--- config.mk ---
export PLATFORM = sky130hd
export DESIGN_NAME = tpu_layer_scheduler
export DESIGN_NICKNAME = d
export VERILOG_FILES = /design/src/rtl/tpu_sched_pkg.sv /design/src/rtl/tpu_desc_fifo.sv /design/src/rtl/tpu_layer_scheduler.sv
export SDC_FILE = /design/constraint.sdc
export NUM_CORES = 1
export LEC_CHECK = 0
export ABC_AREA = 1
export ABC_CLOCK_PERIOD_IN_PS = 4910
export BUFFER_PORTS_ARGS = -buffer_cell sky130_fd_sc_hd__buf_2
export CORE_MARGIN = 4
export CORE_UTILIZATION = 28
export DETAILED_ROUTE_END_ITERATION = 8
export PLACE_DENSITY = 0.46
export SYNTH_ARGS = -nofsm -noshare
export SYNTH_HDL_FRONTEND = slang
export SYNTH_SLANG_ARGS = --single-unit
--- constraint.sdc ---
create_clock -name clk -period 4.91 [get_ports clk]
set_input_delay 0.982 -clock clk [delete_from_list [all_inputs] [get_ports clk]]
set_output_delay 0.982 -clock clk [all_outputs]
set_load 0.05 [all_outputs]
--- src/rtl/tpu_sched_pkg.sv ---
// Shared types for the layer scheduler: FSM states, completion status and
// the queued layer descriptor.
package tpu_sched_pkg;

  localparam int unsigned DimBits   = 16;
  // The descriptor carries the widest supported tag; the top narrows it to ID_BITS.
  localparam int unsigned IdBitsMax = 16;

  typedef enum logic [2:0] {
    S_IDLE,
    S_PREFETCH,
    S_LAUNCH,
    S_RUN,
    S_REPORT
  } state_t;

  typedef enum logic [1:0] {
    OK      = 2'd0,
    TIMEOUT = 2'd1,
    ABORTED = 2'd2,
    BAD_DIM = 2'd3
  } sched_status_t;

  typedef struct packed {
    logic [DimBits-1:0]   rows;
    logic [DimBits-1:0]   cols;
    logic [DimBits-1:0]   k;
    logic [IdBitsMax-1:0] id;
  } layer_desc_t;

  // A layer with any zero dimension cannot be run on the array.
  function automatic logic desc_bad_dim(layer_desc_t d);
    return (d.rows == '0) || (d.cols == '0) || (d.k == '0);
  endfunction

endpackage

--- src/rtl/tpu_desc_fifo.sv ---
// Synchronous descriptor FIFO; head is read straight from memory at the read
// pointer, so a pushed entry is visible at the head on the following cycle.
module tpu_desc_fifo
  import tpu_sched_pkg::*;
#(
  parameter int unsigned DEPTH = 4
) (
  input  logic                       clk,
  input  logic                       rst_n,
  input  logic                       push,
  input  layer_desc_t                wdata,
  input  logic                       pop,
  output layer_desc_t                rdata,
  output logic                       full,
  output logic                       empty,
  output logic [$clog2(DEPTH):0]     level
);

  localparam int unsigned AW = $clog2(DEPTH);

  // Pointers carry one extra wrap bit so full and empty are distinguishable.
  logic [AW:0] wptr_q, rptr_q;
  layer_desc_t mem_q [DEPTH];
  logic        do_push, do_pop;

  assign level   = wptr_q - rptr_q;
  assign full    = (level == (AW+1)'(DEPTH));
  assign empty   = (wptr_q == rptr_q);
  assign do_push = push && !full;
  assign do_pop  = pop && !empty;
  assign rdata   = mem_q[rptr_q[AW-1:0]];

  // Pointer update; reset empties the FIFO.
  always_ff @(posedge clk or negedge rst_n) begin
    if (!rst_n) begin
      wptr_q <= '0;
      rptr_q <= '0;
    end else begin
      if (do_push) wptr_q <= wptr_q + 1'b1;
      if (do_pop)  rptr_q <= rptr_q + 1'b1;
    end
  end

  // Storage write; contents are don't-care until pointed at by a valid entry.
  always_ff @(posedge clk) begin
    if (do_push) mem_q[wptr_q[AW-1:0]] <= wdata;
  end

endmodule

--- src/rtl/tpu_layer_scheduler.sv ---
// Layer command scheduler: queues descriptors, then per command prefetches,
// launches the array controller, supervises the run and reports completion.
module tpu_layer_scheduler
  import tpu_sched_pkg::*;
#(
  parameter int unsigned DEPTH          = 4,
  parameter int unsigned ID_BITS        = 4,
  parameter int unsigned TIMEOUT_CYCLES = 65535
) (
  input  logic                      clk,
  input  logic                      rst_n,
  input  logic                      cmd_valid,
  output logic                      cmd_ready,
  input  logic [15:0]               cmd_rows,
  input  logic [15:0]               cmd_cols,
  input  logic [15:0]               cmd_k,
  input  logic [ID_BITS-1:0]        cmd_id,
  output logic                      pf_req,
  output logic [ID_BITS-1:0]        pf_id,
  input  logic                      pf_ack,
  output logic                      ctl_start,
  output logic [15:0]               ctl_rows,
  output logic [15:0]               ctl_cols,
  output logic [15:0]               ctl_k,
  input  logic                      ctl_done,
  input  logic                      ctl_busy,
  input  logic                      abort,
  output logic                      cpl_valid,
  input  logic                      cpl_ready,
  output logic [ID_BITS-1:0]        cpl_id,
  output logic [1:0]                cpl_status,
  output logic [31:0]               cpl_cycles,
  output logic                      busy,
  output logic [$clog2(DEPTH):0]    queue_level
);

  layer_desc_t  wdata, head;
  logic         fifo_full, fifo_empty, fifo_push, fifo_pop;
  logic [ID_BITS-1:0] head_id;

  state_t        state_q, state_d;
  logic [31:0]   cycles_q, cycles_d;
  logic          ctl_start_q, ctl_start_d;
  logic [15:0]   ctl_rows_q, ctl_rows_d, ctl_cols_q, ctl_cols_d, ctl_k_q, ctl_k_d;
  logic [ID_BITS-1:0] run_id_q, run_id_d;
  logic          cpl_valid_q, cpl_valid_d;
  logic [ID_BITS-1:0] cpl_id_q, cpl_id_d;
  sched_status_t cpl_status_q, cpl_status_d;
  logic [31:0]   cpl_cycles_q, cpl_cycles_d;

  assign wdata     = '{rows: cmd_rows, cols: cmd_cols, k: cmd_k, id: IdBitsMax'(cmd_id)};
  assign fifo_push = cmd_valid && cmd_ready;
  assign head_id   = head.id[ID_BITS-1:0];

  tpu_desc_fifo #(
    .DEPTH (DEPTH)
  ) u_fifo (
    .clk   (clk),
    .rst_n (rst_n),
    .push  (fifo_push),
    .wdata (wdata),
    .pop   (fifo_pop),
    .rdata (head),
    .full  (fifo_full),
    .empty (fifo_empty),
    .level (queue_level)
  );

  assign cmd_ready  = !fifo_full;
  assign pf_req     = (state_q == S_PREFETCH);
  assign pf_id      = pf_req ? head_id : '0;
  assign busy       = (state_q != S_IDLE) || !fifo_empty;
  assign ctl_start  = ctl_start_q;
  assign ctl_rows   = ctl_rows_q;
  assign ctl_cols   = ctl_cols_q;
  assign ctl_k      = ctl_k_q;
  assign cpl_valid  = cpl_valid_q;
  assign cpl_id     = cpl_id_q;
  assign cpl_status = cpl_status_q;
  assign cpl_cycles = cpl_cycles_q;

  // Next-state, FIFO pop and completion record capture.
  always_comb begin
    state_d      = state_q;
    cycles_d     = cycles_q;
    ctl_start_d  = 1'b0;
    ctl_rows_d   = ctl_rows_q;
    ctl_cols_d   = ctl_cols_q;
    ctl_k_d      = ctl_k_q;
    run_id_d     = run_id_q;
    cpl_valid_d  = cpl_valid_q;
    cpl_id_d     = cpl_id_q;
    cpl_status_d = cpl_status_q;
    cpl_cycles_d = cpl_cycles_q;
    fifo_pop     = 1'b0;

    unique case (state_q)
      S_IDLE: begin
        if (!fifo_empty) begin
          if (desc_bad_dim(head)) begin
            // Never launched, so the head is retired here.
            fifo_pop     = 1'b1;
            cpl_valid_d  = 1'b1;
            cpl_id_d     = head_id;
            cpl_status_d = BAD_DIM;
            cpl_cycles_d = '0;
            state_d      = S_REPORT;
          end else begin
            state_d = S_PREFETCH;
          end
        end
      end
      S_PREFETCH: begin
        if (pf_ack) begin
          state_d = S_LAUNCH;
        end else if (abort) begin
          fifo_pop     = 1'b1;
          cpl_valid_d  = 1'b1;
          cpl_id_d     = head_id;
          cpl_status_d = ABORTED;
          cpl_cycles_d = '0;
          state_d      = S_REPORT;
        end
      end
      S_LAUNCH: begin
        // Hold off until an abandoned earlier run has drained from the controller.
        if (!ctl_busy) begin
          ctl_start_d = 1'b1;
          ctl_rows_d  = head.rows;
          ctl_cols_d  = head.cols;
          ctl_k_d     = head.k;
          run_id_d    = head_id;
          fifo_pop    = 1'b1;
          cycles_d    = '0;
          state_d     = S_RUN;
        end
      end
      S_RUN: begin
        cycles_d = (cycles_q == '1) ? cycles_q : cycles_q + 32'd1;
        if (ctl_done || (cycles_q == TIMEOUT_CYCLES) || abort) begin
          cpl_valid_d  = 1'b1;
          cpl_id_d     = run_id_q;
          cpl_cycles_d = cycles_q;
          state_d      = S_REPORT;
          if (ctl_done)                        cpl_status_d = OK;
          else if (cycles_q == TIMEOUT_CYCLES) cpl_status_d = TIMEOUT;
          else                                 cpl_status_d = ABORTED;
        end
      end
      S_REPORT: begin
        if (cpl_valid_q && cpl_ready) begin
          cpl_valid_d = 1'b0;
          state_d     = S_IDLE;
        end
      end
      default: state_d = S_IDLE;
    endcase
  end

  // State and registered outputs.
  always_ff @(posedge clk or negedge rst_n) begin
    if (!rst_n) begin
      state_q      <= S_IDLE;
      cycles_q     <= '0;
      ctl_start_q  <= 1'b0;
      ctl_rows_q   <= '0;
      ctl_cols_q   <= '0;
      ctl_k_q      <= '0;
      run_id_q     <= '0;
      cpl_valid_q  <= 1'b0;
      cpl_id_q     <= '0;
      cpl_status_q <= OK;
      cpl_cycles_q <= '0;
    end else begin
      state_q      <= state_d;
      cycles_q     <= cycles_d;
      ctl_start_q  <= ctl_start_d;
      ctl_rows_q   <= ctl_rows_d;
      ctl_cols_q   <= ctl_cols_d;
      ctl_k_q      <= ctl_k_d;
      run_id_q     <= run_id_d;
      cpl_valid_q  <= cpl_valid_d;
      cpl_id_q     <= cpl_id_d;
      cpl_status_q <= cpl_status_d;
      cpl_cycles_q <= cpl_cycles_d;
    end
  end

endmodule

* Yosys cells after proc, flatten, opt, wreduce, memory -nomap -nowiden
Memories as Yosys holds them, arrays and structs flattened.
Index checks and enable logic that the tools add are counted.
** Word-level totals
- Input bits :: 60
- Output and inout bits :: 98
- Logic and storage cells :: 108
- Bits in writable memories :: 208
- Register bits after elaboration :: 133
- Memories kept :: 1
** Memories
- u_fifo.mem_q :: words 4, width 52, read ports 1, clocked after Yosys merged registers in 0, wr ports 1, RTL line tpu_desc_fifo.sv:23 : layer_desc_t mem_q [DEPTH];
** Operators by class
- Equality and inequality tests :: 17
- Reductions and logical operators :: 24
- Bitwise gates (word level) :: 1
- Add/sub/neg operators :: 4
- Multiplexer cells :: 48
** Operators with widths (count)
- 32-bit two-way mux :: 7
- 32-bit case mux with 3 select lines :: 1
- 32-bit case mux with 2 select lines :: 1
- 16-bit zero test :: 3
- 32-bit by 1-bit adder with 32-bit output (second input constant) :: 1
- 32-bit by 16-bit equality test with 1-bit output (second input constant) :: 1
- 32-bit equality test (second input constant) :: 1
- 4-bit two-way mux :: 6
- 3-bit two-way mux :: 7
- 3-bit case mux with 5 select lines :: 1
- 1-bit two-way mux :: 14
- 2-bit two-way mux :: 7
- 2-bit != test (second input constant) :: 7
- 4-bit case mux with 3 select lines :: 1
- 7-bit AND reduction :: 1
- 3-bit by 1-bit adder with 3-bit output (second input constant) :: 2
- 3-bit by 2-bit equality test with 1-bit output (second input constant) :: 2
- 3-bit equality test (second input constant) :: 2
- 2-bit case mux with 3 select lines :: 1
- 6-bit AND reduction :: 1
- 3-bit nonzero test :: 2
- 1-bit logical OR :: 5
- 5-bit AND reduction :: 1
- 1-bit logical AND :: 4
- 14 further kinds :: 15

* Depth between registers and ports, before layout
Gate-level depths: netlist of the first run.
An unclocked memory read counts as a cell.
- Depth after elaboration :: 8
- Mapped depth :: 18
- Gate-level depth less buffers :: 15

* Hierarchy
Synthesis of the first run repeated with hierarchy kept, for this count alone.
** Unflattened totals
- Cell total of the unflattened synthesis :: 1548
- Area total of the unflattened synthesis :: 16340.7 sq um
** By module, submodules not included
- tpu_desc_fifo :: cells each 682, area each 9968.3 sq um, sequential area each 7837.5 sq um, times used 1
- tpu_layer_scheduler :: cells each 866, area each 6372.4 sq um, sequential area each 3178.0 sq um, times used 1

* Worst setup path before layout of the first run
Ideal clock, no wire load.
- Kind :: flip-flop to flip-flop
- Start :: reg u_fifo.wptr_q[0]
- End :: mem u_fifo.mem_q[3][0] in the netlist's numbering (enable)
- Data required time :: 4445 ps
- Path slack :: 20 ps
- Library setup time :: 465 ps
- Buffers on the path :: 0
- Clock period less this slack :: 4890 ps
- Arrival :: 4425 ps
- Cell stages (with the launch flop) :: 8
- Cell sequence :: dfrtp_1 > inv_1 > ha_1 > fa_1 > xor2_1 > nand3_1 > nand2_1 > nor2_1
** On the way
- Cells in the longest elaborated chain, start to end :: 7
** RTL lines
- start: declaration :: RTL line tpu_desc_fifo.sv:22 : logic [AW:0] wptr_q, rptr_q;
- start signal: assignment :: RTL line tpu_desc_fifo.sv:39 : if (do_push) wptr_q <= wptr_q + 1'b1;
- 3-bit subtractor * :: RTL line tpu_desc_fifo.sv:26 : assign level = wptr_q - rptr_q;
- named net queue_level[2] :: RTL line tpu_layer_scheduler.sv:34 : output logic [$clog2(DEPTH):0] queue_level
- 3-bit equality test * :: RTL line tpu_desc_fifo.sv:27 : assign full = (level == (AW+1)'(DEPTH));
- 1-bit zero test * :: RTL line tpu_layer_scheduler.sv:69 : assign cmd_ready = !fifo_full;
- named net cmd_ready :: RTL line tpu_layer_scheduler.sv:13 : output logic cmd_ready,
- 1-bit logical AND :: RTL line tpu_layer_scheduler.sv:52 : assign fifo_push = cmd_valid && cmd_ready;
- 1-bit logical AND * :: RTL line tpu_desc_fifo.sv:29 : assign do_push = push && !full;
- 1-bit two-way mux * :: RTL line tpu_desc_fifo.sv:46 : if (do_push) mem_q[wptr_q[AW-1:0]] <= wdata;
- 1-bit two-way mux (not written as such) * :: RTL line tpu_desc_fifo.sv:46
- end: declaration :: RTL line tpu_desc_fifo.sv:23
Mark *: on every way through the listed nets, which the timed path passes. The rest lies on a longest branch.

* Worst setup path in the final report of the first run
- Start :: reg u_fifo.rptr_q[1]
- End :: out pf_id[1]
** On the way
- Cells in the longest elaborated chain, start to end :: 2
** RTL lines
- start: declaration :: RTL line tpu_desc_fifo.sv:22
- start signal: assignment :: RTL line tpu_desc_fifo.sv:40 : if (do_pop) rptr_q <= rptr_q + 1'b1;
- memory 4 x 52 bit
- 4-bit two-way mux :: RTL line tpu_layer_scheduler.sv:71 : assign pf_id = pf_req ? head_id : '0;
- end: declaration :: RTL line tpu_layer_scheduler.sv:19 : output logic [ID_BITS-1:0] pf_id,
No other way between the ends.

==> results of run 1 <==
power by group through the flow:
stage / Sequential [W] / Clock [W] / Combinational [W]
6_report: 0.00411 / 0.00285 / 0.00408
3_3_place_gp: 0.00417 / 0 / 0.00415
5_1_grt: 0.00419 / 0.00307 / 0.00449
4_1_cts: 0.00412 / 0.00295 / 0.00417
3_5_place_dp: 0.00417 / 0 / 0.00416
2_1_floorplan: 0.00492 / 0 / 0.00217
state kept, by name (all words and copies together) (netlist names):
name	flops
cpl_valid	1
cpl_status	2
u_fifo.mem_q	208
cpl_cycles	32
ctl_cols	16
run_id_q	4
ctl_rows	16
state_q	3
ctl_start	1
cpl_id	4
u_fifo.wptr_q	3
ctl_k	16
cycles_q	32
u_fifo.rptr_q	3
worst register-to-register path: cells and delay by family (launching register included):
kind,cells,cell delay (ns)
DFF,1,0.40
buffers and inverters,4,1.62
and+or+nand+nor,8,0.90
adders and majority gates,1,0.23
cells in the final DEF, fill, tap and decap left out, types with 2 or more instances in the layout:
master / n
nand2_1: 492
edfxtp_1: 208
buf_2: 156
nand3_1: 151
dfrtp_1: 131
nor2_1: 80
inv_1: 72
o21ai_0: 68
clkbuf_16: 40
xor2_1: 29
nand4_1: 25
nor3_1: 21
buf_4: 17
o31ai_1: 12
o22ai_1: 12
clkbuf_1: 10
ha_1: 8
clkinv_2: 8
a21oi_1: 7
nor4_1: 5
buf_12: 5
a32o_1: 4
nor2_4: 4
inv_2: 3
clkbuf_8: 3
clkinv_1: 3
nor2_2: 2
bufinv_16: 2
routing by layer:
| metal | share of wire, % | GRT usage [%] | vias to the layer above |
|---|---|---|---|
| met4 | 2.4 | 4.279 | 8 |
| met1 | 45 | 18.45 | 5036 |
| li1 | - | - | 5039 |
| met2 | 47 | 23.70 | 223 |
| met5 | 0.12 | 0 | - |
| met3 | 4.9 | 2.999 | 69 |
cell families (layout without fill, tap and decap cells):
family	count (synthesis)	after routing	share of synthesized area, %
adders and majority gates	9	9	0.8316
xor gates and xnor gates	29	29	1.758
and+or+nand+nor	780	780	22.30
other	0	1	0
AOI/OAI and AO/OA	105	105	4.132
DFF	341	341	66.28
buffers and inverters	144	323	4.703
through the flow:
stage	instance area [µm²]	power (W)	util (%)
2_1_floorplan	14450	0.007086	-
3_3_place_gp	15950	0.008322	31.52
3_5_place_dp	15950	0.008326	31.52
4_1_cts	17200	0.01124	34.00
5_1_grt	17200	0.01174	34.00
6_report	17200	0.01104	34.00
area by class of cell:
class	count	area share [%]
multi-input combinational	923	24.56
tap	672	4.889
timing repair buffer	179	5.929
sequential	341	55.70
clock inverter	16	0.9895
clock buffer	53	6.279
inverter	75	1.637
antenna	1	0.01455
worst paths after layout:
check | from | to | slack [ns] | depth (start not counted)
setup reg to reg | u_fifo.rptr_q[1]$_DFFE_PN0P_ | cpl_cycles[15]$_DFFE_PN0P_ | 1.63 | 13
setup / recovery | u_fifo.rptr_q[1]$_DFFE_PN0P_ | pf_id[1] | 1.22 | 6
max in group asynchronous | rst_n | ctl_cols[6]$_DFFE_PN0P_ | 3.41 | 2
hold reg to reg | cpl_cycles[12]$_DFFE_PN0P_ | cpl_cycles[12]$_DFFE_PN0P_ | 0.46 | 2
min in group asynchronous | rst_n | cpl_cycles[16]$_DFFE_PN0P_ | 0.48 | 1
hold / removal | cpl_cycles[12]$_DFFE_PN0P_ | cpl_cycles[12]$_DFFE_PN0P_ | 0.46 | 2
==> impl_results.md, run 1 <==
- NetSw: 0.004651 W
- Final hold viol count: 0
- Sequential Power Share: 37.2%
- Post-route ant nets: 0
- Worst Path Arrival: 2.70 ns
- CP peak stage delay: 0.64 ns
- Number of synthesized register bits: 341
- Slew Limit Fails: 0
- WP data required: 3.93 ns
- First-pass GRT wire length: 62020 µm
- Period utilisation layout: 75.06%
- CTS tree: yes
- Crit path time final: 3.686 ns
- Dpl hpwl: 25730 µm
- Hold_ws: 0.4642 ns
- Multi-input gate area: 4224 µm²
- Post-synth ARST share: 39.00%
- Status: complete, no violations
- CTS Hold Bufs: 0
- Synth area leaders: edfxtp_1, dfrtp_1, nand2_1
- H-tree level count: 2
- Setup TNS: 0 ns
- CP Launch Type: flop
- Worst relative slew slack: 40.47%
- P&R area growth vs syn: 19.06%
- Post-synthesis cell count: 1408
- Fillers: 5193
- Final wirelength: 39650 µm
- Worst slack, placed: 1.590 ns
- Least-Margin Pin Slew: 0.8916 ns
- Element type at the critical path end: primary output
- FF+latch area: 9579 µm²
- PortBufs: 157
- Die area: 55290 µm²
- Clock-pin slew on the worst setup and hold paths: 0.05 ns
- Endpoints failing setup: 0
- IO Count: 158
- CTS sink count: 341
- Hold Crit Class: reg2reg
- Cell family with most CP delay: buffers and inverters
- Gpl congestion: 0.8963
- Warnings from Yosys: 0
- Total CTS buffers: 40
- Gr ovfl total: 0
- Skew final: 0.02826 ns
- Finished Layout Cells: 2260
- Vias in the first global route: 10490
- Clock Power Share: 25.8%
- Leak pwr: 7.284 nW
- Final Net Count: 1629
- Initial Util: 28.56%
- Chip Width: 235.1 µm
- Register area share after synthesis: 66.28%
- Post-CTS Resized: 0
- Netlist Area Pre-Place: 14450 µm²
- CP max FO: 38
- Post-Syn Nets: 1477
- Sw Share: 42.12%
- DR iter-0 viols: 613
- Maximum root-to-sink buffer count: 3
- Syn avg cell area: 10.26 µm²
- Post-synth EDFFs: 208
- Critical Path, Cell by Cell: inv_2 > buf_4 > a21oi_1 > a32o_1 > nor2_1 > buf_2
- Top FF cell, synth: edfxtp_1
- Largest net degree at the start of global routing: 90
- Yosys top cell by area: edfxtp_1
- Placed Cells: 2190
- Worst path buffer plus inverter count: 3
- # DRC: 0
- Root Buffer: clkbuf_16
- Total power divided by cell area: 642.1 nW/µm²
- Synth top area share: 43.24%
- Critical-path top delay cell: inv_2
- Antenna violations before repair: 6
- Setup bufs post-CTS: 0
- Most frequent cell after synthesis: nand2_1
- Core Rows: 82
- Worst vdd ir: 0.3644 mV
- Drt wl/cell: 17.54 µm
- Most frequent cells after synthesis: nand2_1, edfxtp_1, nand3_1
- RSZ-0062 raised after global routing: false
- Via Count: 10380
- Vias per cell: 4.591
- PnR worst setup slack: 1.224 ns
- Netlist cell types: 26
- Drt pass-1 iters: 5
- Int Power: 0.006392 W
- Number of max-cap violations: 0
- CP Class: reg2out
- GRT Overall Usage: 14.13%
- Core Region: 50580 µm²
- Max Clk Rate: 0.2713 GHz
- Worst skew pair latency: 0.57 ns
- Die Ht: 235.1 µm
- Combinational share of power: 36.9%
- Layout cell share with drive strength beyond 1: 15.50%
Power figures use the tool's default switching activity.
==> run 2: changes to the inputs <==
ABC_AREA = 0   (was 1)
ABC_CLOCK_PERIOD_IN_PS = 3300   (was 4910)
PLACE_DENSITY = 0.48   (was 0.46)
clock period = 3.3 ns   (was 4.91 ns; I/O delays follow)
==> impl_results.md, run 2 <==
- Netlist Area Pre-Place: 13510 µm² (was 14450 µm²)
- P&R area growth vs syn: 22.87% (was 19.06%)
- CP Launch Type: flop (unchanged)
- Largest net degree at the start of global routing: 79 (was 90)
- Post-route ant nets: 0 (unchanged)
- Worst R2R Setup Slack: 0.30 ns (was 1.63 ns)
- Element type at the critical path end: primary output (unchanged)
- Hold_ws: 0.3233 ns (was 0.4642 ns)
- Leak pwr: 6.700 nW (was 7.284 nW)
- CP Class: reg2out (unchanged)
- Skew final: 0.01880 ns (was 0.02826 ns)
- Clock-pin slew on the worst setup and hold paths: 0.06 ns (was 0.05 ns)
- Cell family with most CP delay: buffers and inverters (unchanged)
- Finished Layout Cells: 1721 (was 2260)
- Critical R2R Launch: u_fifo.rptr_q[0]$_DFFE_PN0P_ (was u_fifo.rptr_q[1]$_DFFE_PN0P_)
- Via Count: 8047 (was 10380)
- DR iter-0 viols: 507 (was 613)
- Yosys top cell by area: edfxtp_1 (unchanged)
- Final hold viol count: 0 (unchanged)
- Worst vdd ir: 0.5948 mV (was 0.3644 mV)
- Number of synthesized register bits: 341 (unchanged)
- Core Rows: 80 (was 82)
- Root Buffer: clkbuf_16 (unchanged)
- Dpl hpwl: 22390 µm (was 25730 µm)
- Post-synthesis cell count: 890 (was 1408)
- Netlist cell types: 54 (was 26)
- CTS sink count: 341 (unchanged)
- WP data required: 2.64 ns (was 3.93 ns)
- Most common cell after layout, fill and taps aside: edfxtp_1 (was nand2_1)
- Final wirelength: 33800 µm (was 39650 µm)
- Die area: 51830 µm² (was 55290 µm²)
- CTS tree: yes (unchanged)
- Tot Pwr: 0.01570 W (was 0.01104 W)
- RSZ-0062 raised after global routing: false (unchanged)
- Total power divided by cell area: 945.7 nW/µm² (was 642.1 nW/µm²)
- Total CTS buffers: 37 (was 40)
- WP depth: 6 (unchanged)
- CP endpoint: busy (was pf_id[1])
- PnR worst setup slack: 0.1192 ns (was 1.224 ns)
- Syn avg cell area: 15.18 µm² (was 10.26 µm²)
- Post-Syn Nets: 959 (was 1477)
- Most frequent cells after synthesis: edfxtp_1, nand2_1, dfrtp_1 (was nand2_1, edfxtp_1, nand3_1)
- Period utilisation layout: 96.39%
- Layout cell share with drive strength beyond 1: 29.26% (was 15.50%)
- Status: complete, no violations (unchanged)
- R2r worst-path depth: 9 (was 13)
- Worst Setup SP: u_fifo.rptr_q[0]$_DFFE_PN0P_ (was u_fifo.rptr_q[1]$_DFFE_PN0P_)
- Number of max-cap violations: 0 (unchanged)
- Synth top area share: 46.23% (was 43.24%)
- Worst slack, placed: 0.2582 ns (was 1.590 ns)
- Reg-to-reg critical path endpoint: cpl_cycles[14]$_DFFE_PN0P_ (was cpl_cycles[15]$_DFFE_PN0P_)
- Gpl congestion: 0.7657 (was 0.8963)
- Placed Cells: 1649 (was 2190)
- Core Region: 47750 µm² (was 50580 µm²)
- Post-synth EDFFs: 208 (unchanged)
- First-pass GRT wire length: 51240 µm (was 62020 µm)
- Gr ovfl total: 0 (unchanged)
- Post-synth ARST share: 39.00% (unchanged)
- Critical-path top delay cell: dfrtp_4 (was inv_2)
- Critical Path, Cell by Cell: buf_12 > buf_6 > ha_1 > and3_2 > nand3_1 > buf_4 (was inv_2 > buf_4 > a21oi_1 > a32o_1 > nor2_1 > buf_2)
- Top FF cell, synth: edfxtp_1 (unchanged)
- Final Net Count: 1144 (was 1629)
- CP max FO: 18 (was 38)
- IO Count: 158 (unchanged)
- Worst skew pair latency: 0.55 ns (was 0.57 ns)
- Die Ht: 227.7 µm (was 235.1 µm)
- Vias in the first global route: 8174 (was 10490)
- # DRC: 0 (unchanged)
- Vias per cell: 4.676 (was 4.591)
- Antenna violations before repair: 7 (was 6)
- Register area share after synthesis: 70.86% (was 66.28%)
- Max FFs per register: 208 (unchanged)
- Worst path buffer plus inverter count: 3 (unchanged)
- Initial Util: 28.30% (was 28.56%)
- Endpoints failing setup: 0 (unchanged)
- GRT Overall Usage: 13.01% (was 14.13%)
- Synth area leaders: edfxtp_1, dfrtp_1, mux4_2 (was edfxtp_1, dfrtp_1, nand2_1)
- Max Clk Rate: 0.3144 GHz
- Fillers: 4598 (was 5193)
- Crit path time final: 3.181 ns
- Most frequent cell after synthesis: edfxtp_1 (was nand2_1)
- Maximum root-to-sink buffer count: 3 (unchanged)
- Drt pass-1 iters: 5 (unchanged)
- Hold Crit Class: in2reg (was reg2reg)
- Commonest non-fill, non-tap cells in the layout: edfxtp_1, nand2_1, buf_2 (was nand2_1, edfxtp_1, buf_2)
- Drt wl/cell: 19.64 µm (was 17.54 µm)
- Warnings from Yosys: 0 (unchanged)
- Worst relative slew slack: 50.96% (was 40.47%)
- Least-Margin Pin Slew: 0.7324 ns (was 0.8916 ns)
- H-tree level count: 2 (unchanged)
- CP peak stage delay: 0.52 ns (was 0.64 ns)
- Slew Limit Fails: 0 (unchanged)
- Worst Path Arrival: 2.52 ns (was 2.70 ns)
- PortBufs: 157 (unchanged)
- Chip Width: 227.7 µm (was 235.1 µm)
## run 2: cell count changes after synthesis, sizes merged, moves of 18 or more
cell / change
nand4: -18
o21ai: -54
xor2: -23
nand2: -317
mux4: +52
nand3: -136
inv: -54
buf: -37
nor2: -63
a22o: +32
## run 2: per-stage QoR
| step | setup TNS, ns | util, % | cell area (µm²) |
|---|---|---|---|
| 5_1_grt | 0 | 34.76 | 16590 |
| 4_1_cts | 0 | 34.75 | 16590 |
| 2_1_floorplan | -4.997 | - | 13530 |
| 3_5_place_dp | 0 | 32.04 | 15300 |
| 3_3_place_gp | 0 | 32.04 | 15300 |
| 6_report | 0 | 34.77 | 16600 |
## run 2: worst reg2reg max path: stages (launching register included)
cell and delay (ns):
dfrtp_4 0.47, buf_12 0.23, mux4_2 0.56, nor4_1 0.36, nand4_1 0.14, buf_4 0.20
a311oi_2 0.39, o21bai_2 0.12, buf_12 0.19, a22o_1 0.21
## run 2: cell type report
| class | count | area [µm²] | share of cell area (%) |
|---|---|---|---|
| diodes | 2 | 5.005 | 0.03015 |
| well taps | 615 | 769.5 | 4.636 |
| repair buffers | 192 | 1222 | 7.364 |
| clock inverters | 25 | 284.0 | 1.711 |
| multi-input cells | 482 | 3691 | 22.24 |
| inverters | 21 | 78.83 | 0.4749 |
| clock buffers | 43 | 969.7 | 5.842 |
| flip-flops and latches | 341 | 9579 | 57.71 |
## run 2: cells by family after synthesis
kind of cell    count (synthesis)  share of synthesized area [%]
mux                            52                          8.668
flops                         341                          70.86
xor+xnor                       23                          1.491
simple gates                  301                          10.44
fa+ha+maj                       9                         0.8891
buf+inv                        67                          2.084
compound gates                 97                          5.566
## run 2: worst min path at each step
| stage | slack (ns) | cells past startpoint | endpoint | start |
|---|---|---|---|---|
| floorplan | 0.36 | 0 | cpl_cycles[0]$_DFFE_PN0P_ | rst_n |
| global placement | 0.46 | 2 | ctl_cols[3]$_DFFE_PN0P_ | ctl_cols[3]$_DFFE_PN0P_ |
| detailed placement | 0.46 | 2 | ctl_cols[15]$_DFFE_PN0P_ | ctl_cols[15]$_DFFE_PN0P_ |
| CTS | 0.28 | 1 | u_fifo.mem_q[1][27]$_DFFE_PP_ | cmd_cols[7] |
| global route | 0.30 | 1 | u_fifo.mem_q[1][47]$_DFFE_PP_ | cmd_rows[11] |
| finish | 0.32 | 1 | u_fifo.mem_q[1][19]$_DFFE_PP_ | cmd_k[15] |
## run 2: repair_timing
| item | CTS | global route |
|---|---|---|
| pin swaps | 2 | 1 |
| hold endpoints to repair | 30 | 0 |
| buffers inserted | 1 | 0 |
| gates resized for setup | 7 | 1 |
| hold buffers | 1 | 0 |
| cloned | 0 | 0 |
| endpoints found under the setup margin | 3 | 1 |
## run 2: routing by layer
metal	vias up	wire length (µm)	GRT usage (%)
li1	3748	-	-
met1	4048	15280	17.79
met2	186	15990	20.58
met3	53	1771	3.249
met4	12	699	4.080
met5	-	67	0
## run 2: where the power goes
group | switching [W] | internal, W
sequential | 0.000377 | 0.00565
clock | 0.00175 | 0.00253
combinational | 0.00363 | 0.00176
==> run 3: changes to the inputs <==
CELL_PAD_IN_SITES_DETAIL_PLACEMENT = 1   (was default)
CELL_PAD_IN_SITES_GLOBAL_PLACEMENT = 1   (was default)
PLACE_DENSITY = 0.54   (was 0.48)
==> impl_results.md, run 3 (synthesized netlist as in run 2, its figures left out) <==
- Least-Margin Pin Slew: 0.7750 ns (was 0.7324 ns)
- Worst relative slew slack: 48.33% (was 50.96%)
- Dpl hpwl: 24650 µm (was 22390 µm)
- Worst skew pair latency: 0.57 ns (was 0.55 ns)
- Hold_ws: 0.1391 ns (was 0.3233 ns)
- GRT Overall Usage: 14.39% (was 13.01%)
- Most used cell along the critical path: buf_6
- Endpoints failing setup: 0 (unchanged)
- DR iter-0 viols: 535 (was 507)
- CP peak stage delay: 0.52 ns (about the same)
- CTS sink count: 341 (unchanged)
- Gpl congestion: 0.7307 (was 0.7657)
- Gr ovfl total: 0 (unchanged)
- Post-layout util: 35.05% (was 34.77%)
- Final wirelength: 36520 µm (was 33800 µm)
- Worst R2R Setup Slack: 0.17 ns (was 0.30 ns)
- H-tree level count: 2 (unchanged)
- Max FFs per register: 208 (unchanged)
- Cell family with most CP delay: adder cells (was buffers and inverters)
- Layout cell share with drive strength beyond 1: 29.77% (was 29.26%)
- Worst Path Arrival: 2.51 ns (was 2.52 ns)
- Commonest non-fill, non-tap cells in the layout: edfxtp_1, nand2_1, buf_2 (unchanged)
- Final Net Count: 1150 (was 1144)
- Element type at the critical path end: primary output (unchanged)
- Root Buffer: clkbuf_16 (unchanged)
- Die area: 51830 µm² (unchanged)
- Worst vdd ir: 0.5076 mV (was 0.5948 mV)
- Total CTS buffers: 40 (was 37)
- Skew final: 0.02884 ns (was 0.01880 ns)
- Finished Cell Area: 16730 µm² (was 16600 µm²)
- Clock Power Share: 27.4% (was 27.3%)
- First-pass GRT wire length: 56750 µm (was 51240 µm)
- CTS tree: yes (unchanged)
- Total placed instance area: 15330 µm² (was 15300 µm²)
- Period utilisation layout: 96.15% (was 96.39%)
- Maximum root-to-sink buffer count: 3 (unchanged)
- Sw Share: 37.29% (was 36.65%)
- Vias in the first global route: 9062 (was 8174)
- Reg-to-reg critical path endpoint: cpl_id[3]$_DFFE_PN0P_ (was cpl_cycles[14]$_DFFE_PN0P_)
- Critical-path top delay cell: dfrtp_4 (unchanged)
- Fillers: 4995 (was 4598)
- CP Class: reg2out (unchanged)
- Initial Util: 28.30% (unchanged)
- Worst path buffer plus inverter count: 3 (unchanged)
- IO Count: 158 (unchanged)
- Core Rows: 80 (unchanged)
- Max Clk Rate: 0.3152 GHz (was 0.3144 GHz)
- Number of max-cap violations: 0 (unchanged)
- CP Launch Type: flop (unchanged)
- Slew Limit Fails: 0 (unchanged)
- Drt pass-1 iters: 4 (was 5)
- Antenna violations before repair: 7 (unchanged)
- WP data required: 2.64 ns (about the same)
- RSZ-0062 raised after global routing: false (unchanged)
- Crit path time final: 3.173 ns (was 3.181 ns)
- R2r worst-path depth: 9 (unchanged)
- Sequential Power Share: 37.7% (was 38.4%)
- Drt wl/cell: 21.12 µm (was 19.64 µm)
- Status: complete, no violations (unchanged)
- Post-route ant nets: 0 (unchanged)
- Int Power: 0.01005 W (was 0.009945 W)
- Clock-pin slew on the worst setup and hold paths: 0.06 ns (about the same)
- Vias per cell: 4.769 (was 4.676)
- Most common cell after layout, fill and taps aside: edfxtp_1 (unchanged)
- # DRC: 0 (unchanged)
- CTS Hold Bufs: 0 (was 1)
- Via Count: 8246 (was 8047)
- Die Ht: 227.7 µm (unchanged)
- Core Region: 47750 µm² (unchanged)
- Combinational share of power: 34.8% (was 34.3%)
- NetSw: 0.005978 W (was 0.005754 W)
- CP max FO: 9 (was 18)
- Hold Crit Class: in2async (was in2reg)
- Leak pwr: 6.758 nW (was 6.700 nW)
- Chip Width: 227.7 µm (unchanged)
- P&R area growth vs syn: 23.86% (was 22.87%)
- Critical Path, Cell by Cell: buf_8 > buf_6 > ha_1 > fa_2 > xnor2_2 > nand3_2 > buf_6 (was buf_12 > buf_6 > ha_1 > and3_2 > nand3_1 > buf_4)
- PortBufs: 157 (unchanged)
- Largest net degree at the start of global routing: 70 (was 79)
- Final hold viol count: 0 (unchanged)
- Critical R2R Launch: u_fifo.rptr_q[0]$_DFFE_PN0P_ (unchanged)
- Total power divided by cell area: 958.1 nW/µm² (was 945.7 nW/µm²)
- Tot Pwr: 0.01603 W (was 0.01570 W)
run 3: cell types whose count changed in the layout (fill, tap and decap cells not counted), sizes merged:
cell	previous run	this run
clkbuf	43	62
buf	191	194
clkinvlp	3	1
dlygate4sd3	1	0
clkinv	15	8
bufinv	5	1
run 3: worst max path at each step:
stage	start	endpoint	slack [ns]	cells past startpoint
2_1_floorplan	u_fifo.wptr_q[0]$_DFFE_PN0P_	u_fifo.mem_q[0][0]$_DFFE_PP_	-0.03	6
3_3_place_gp	u_fifo.rptr_q[0]$_DFFE_PN0P_	cpl_cycles[9]$_DFFE_PN0P_	0.15	9
3_5_place_dp	u_fifo.rptr_q[0]$_DFFE_PN0P_	cpl_id[3]$_DFFE_PN0P_	0.16	9
4_1_cts	u_fifo.rptr_q[0]$_DFFE_PN0P_	cmd_ready	0.0007	7
5_1_grt	u_fifo.rptr_q[0]$_DFFE_PN0P_	cpl_id[3]$_DFFE_PN0P_	0.001	9
6_report	u_fifo.rptr_q[0]$_DFFE_PN0P_	cmd_ready	0.13	7
run 3: repair_timing:
| action | in CTS | in global routing |
|---|---|---|
| buffers inserted | 1 | 1 |
| gates resized for setup | 6 | 8 |
| pin swaps | 2 | 2 |
| setup endpoints to repair | 3 | 40 |
run 3: power groups by stage:
stage	sequential (W)	combinational, W	clock [W]
global route	0.00615	0.00604	0.00476
detailed placement	0.00614	0.00557	0
global placement	0.00611	0.00551	0
floorplan	0.00709	0.00273	0
finish	0.00605	0.00558	0.00440
CTS	0.00607	0.00567	0.00456
run 3: worst reg2reg max path: stages (launching register included):
cell	delay, ns
dfrtp_4	0.47
buf_12	0.20
mux4_2	0.56
nor4_1	0.48
nand4_1	0.22
buf_4	0.21
a311oi_2	0.32
o21bai_2	0.12
buf_12	0.19
a221oi_2	0.27
run 3: area by class of cell:
| cell class | count | area (µm²) | share of cell area, % |
|---|---|---|---|
| diodes | 2 | 5.005 | 0.02991 |
| clock buffers | 61 | 1191 | 7.118 |
| repair buffers | 195 | 1256 | 7.507 |
| flip-flops and latches | 341 | 9579 | 57.25 |
| clock inverters | 12 | 142.6 | 0.8524 |
| multi-input cells | 482 | 3711 | 22.18 |
| well taps | 615 | 769.5 | 4.598 |
| inverters | 21 | 78.83 | 0.4711 |
run 3: per-stage QoR:
| step | cells | setup slack (ns) | setup TNS [ns] |
|---|---|---|---|
| after floorplan | 890 | -0.03203 | -4.997 |
| after global placement | 1652 | 0.1494 | 0 |
| after detailed placement | 1652 | 0.1571 | 0 |
| after CTS | 1726 | 0.0006843 | 0 |
| after global routing | 1727 | 0.001342 | 0 |
| final | 1729 | 0.1270 | 0 |
run 3: layer usage:
metal / global-route usage (%) / routed length, µm / vias up
met5: 0 / 62 / -
met4: 2.987 / 563 / 10
met3: 4.046 / 2204 / 56
met2: 23.67 / 17770 / 171
met1: 19.27 / 15920 / 4255
li1: - / - / 3754
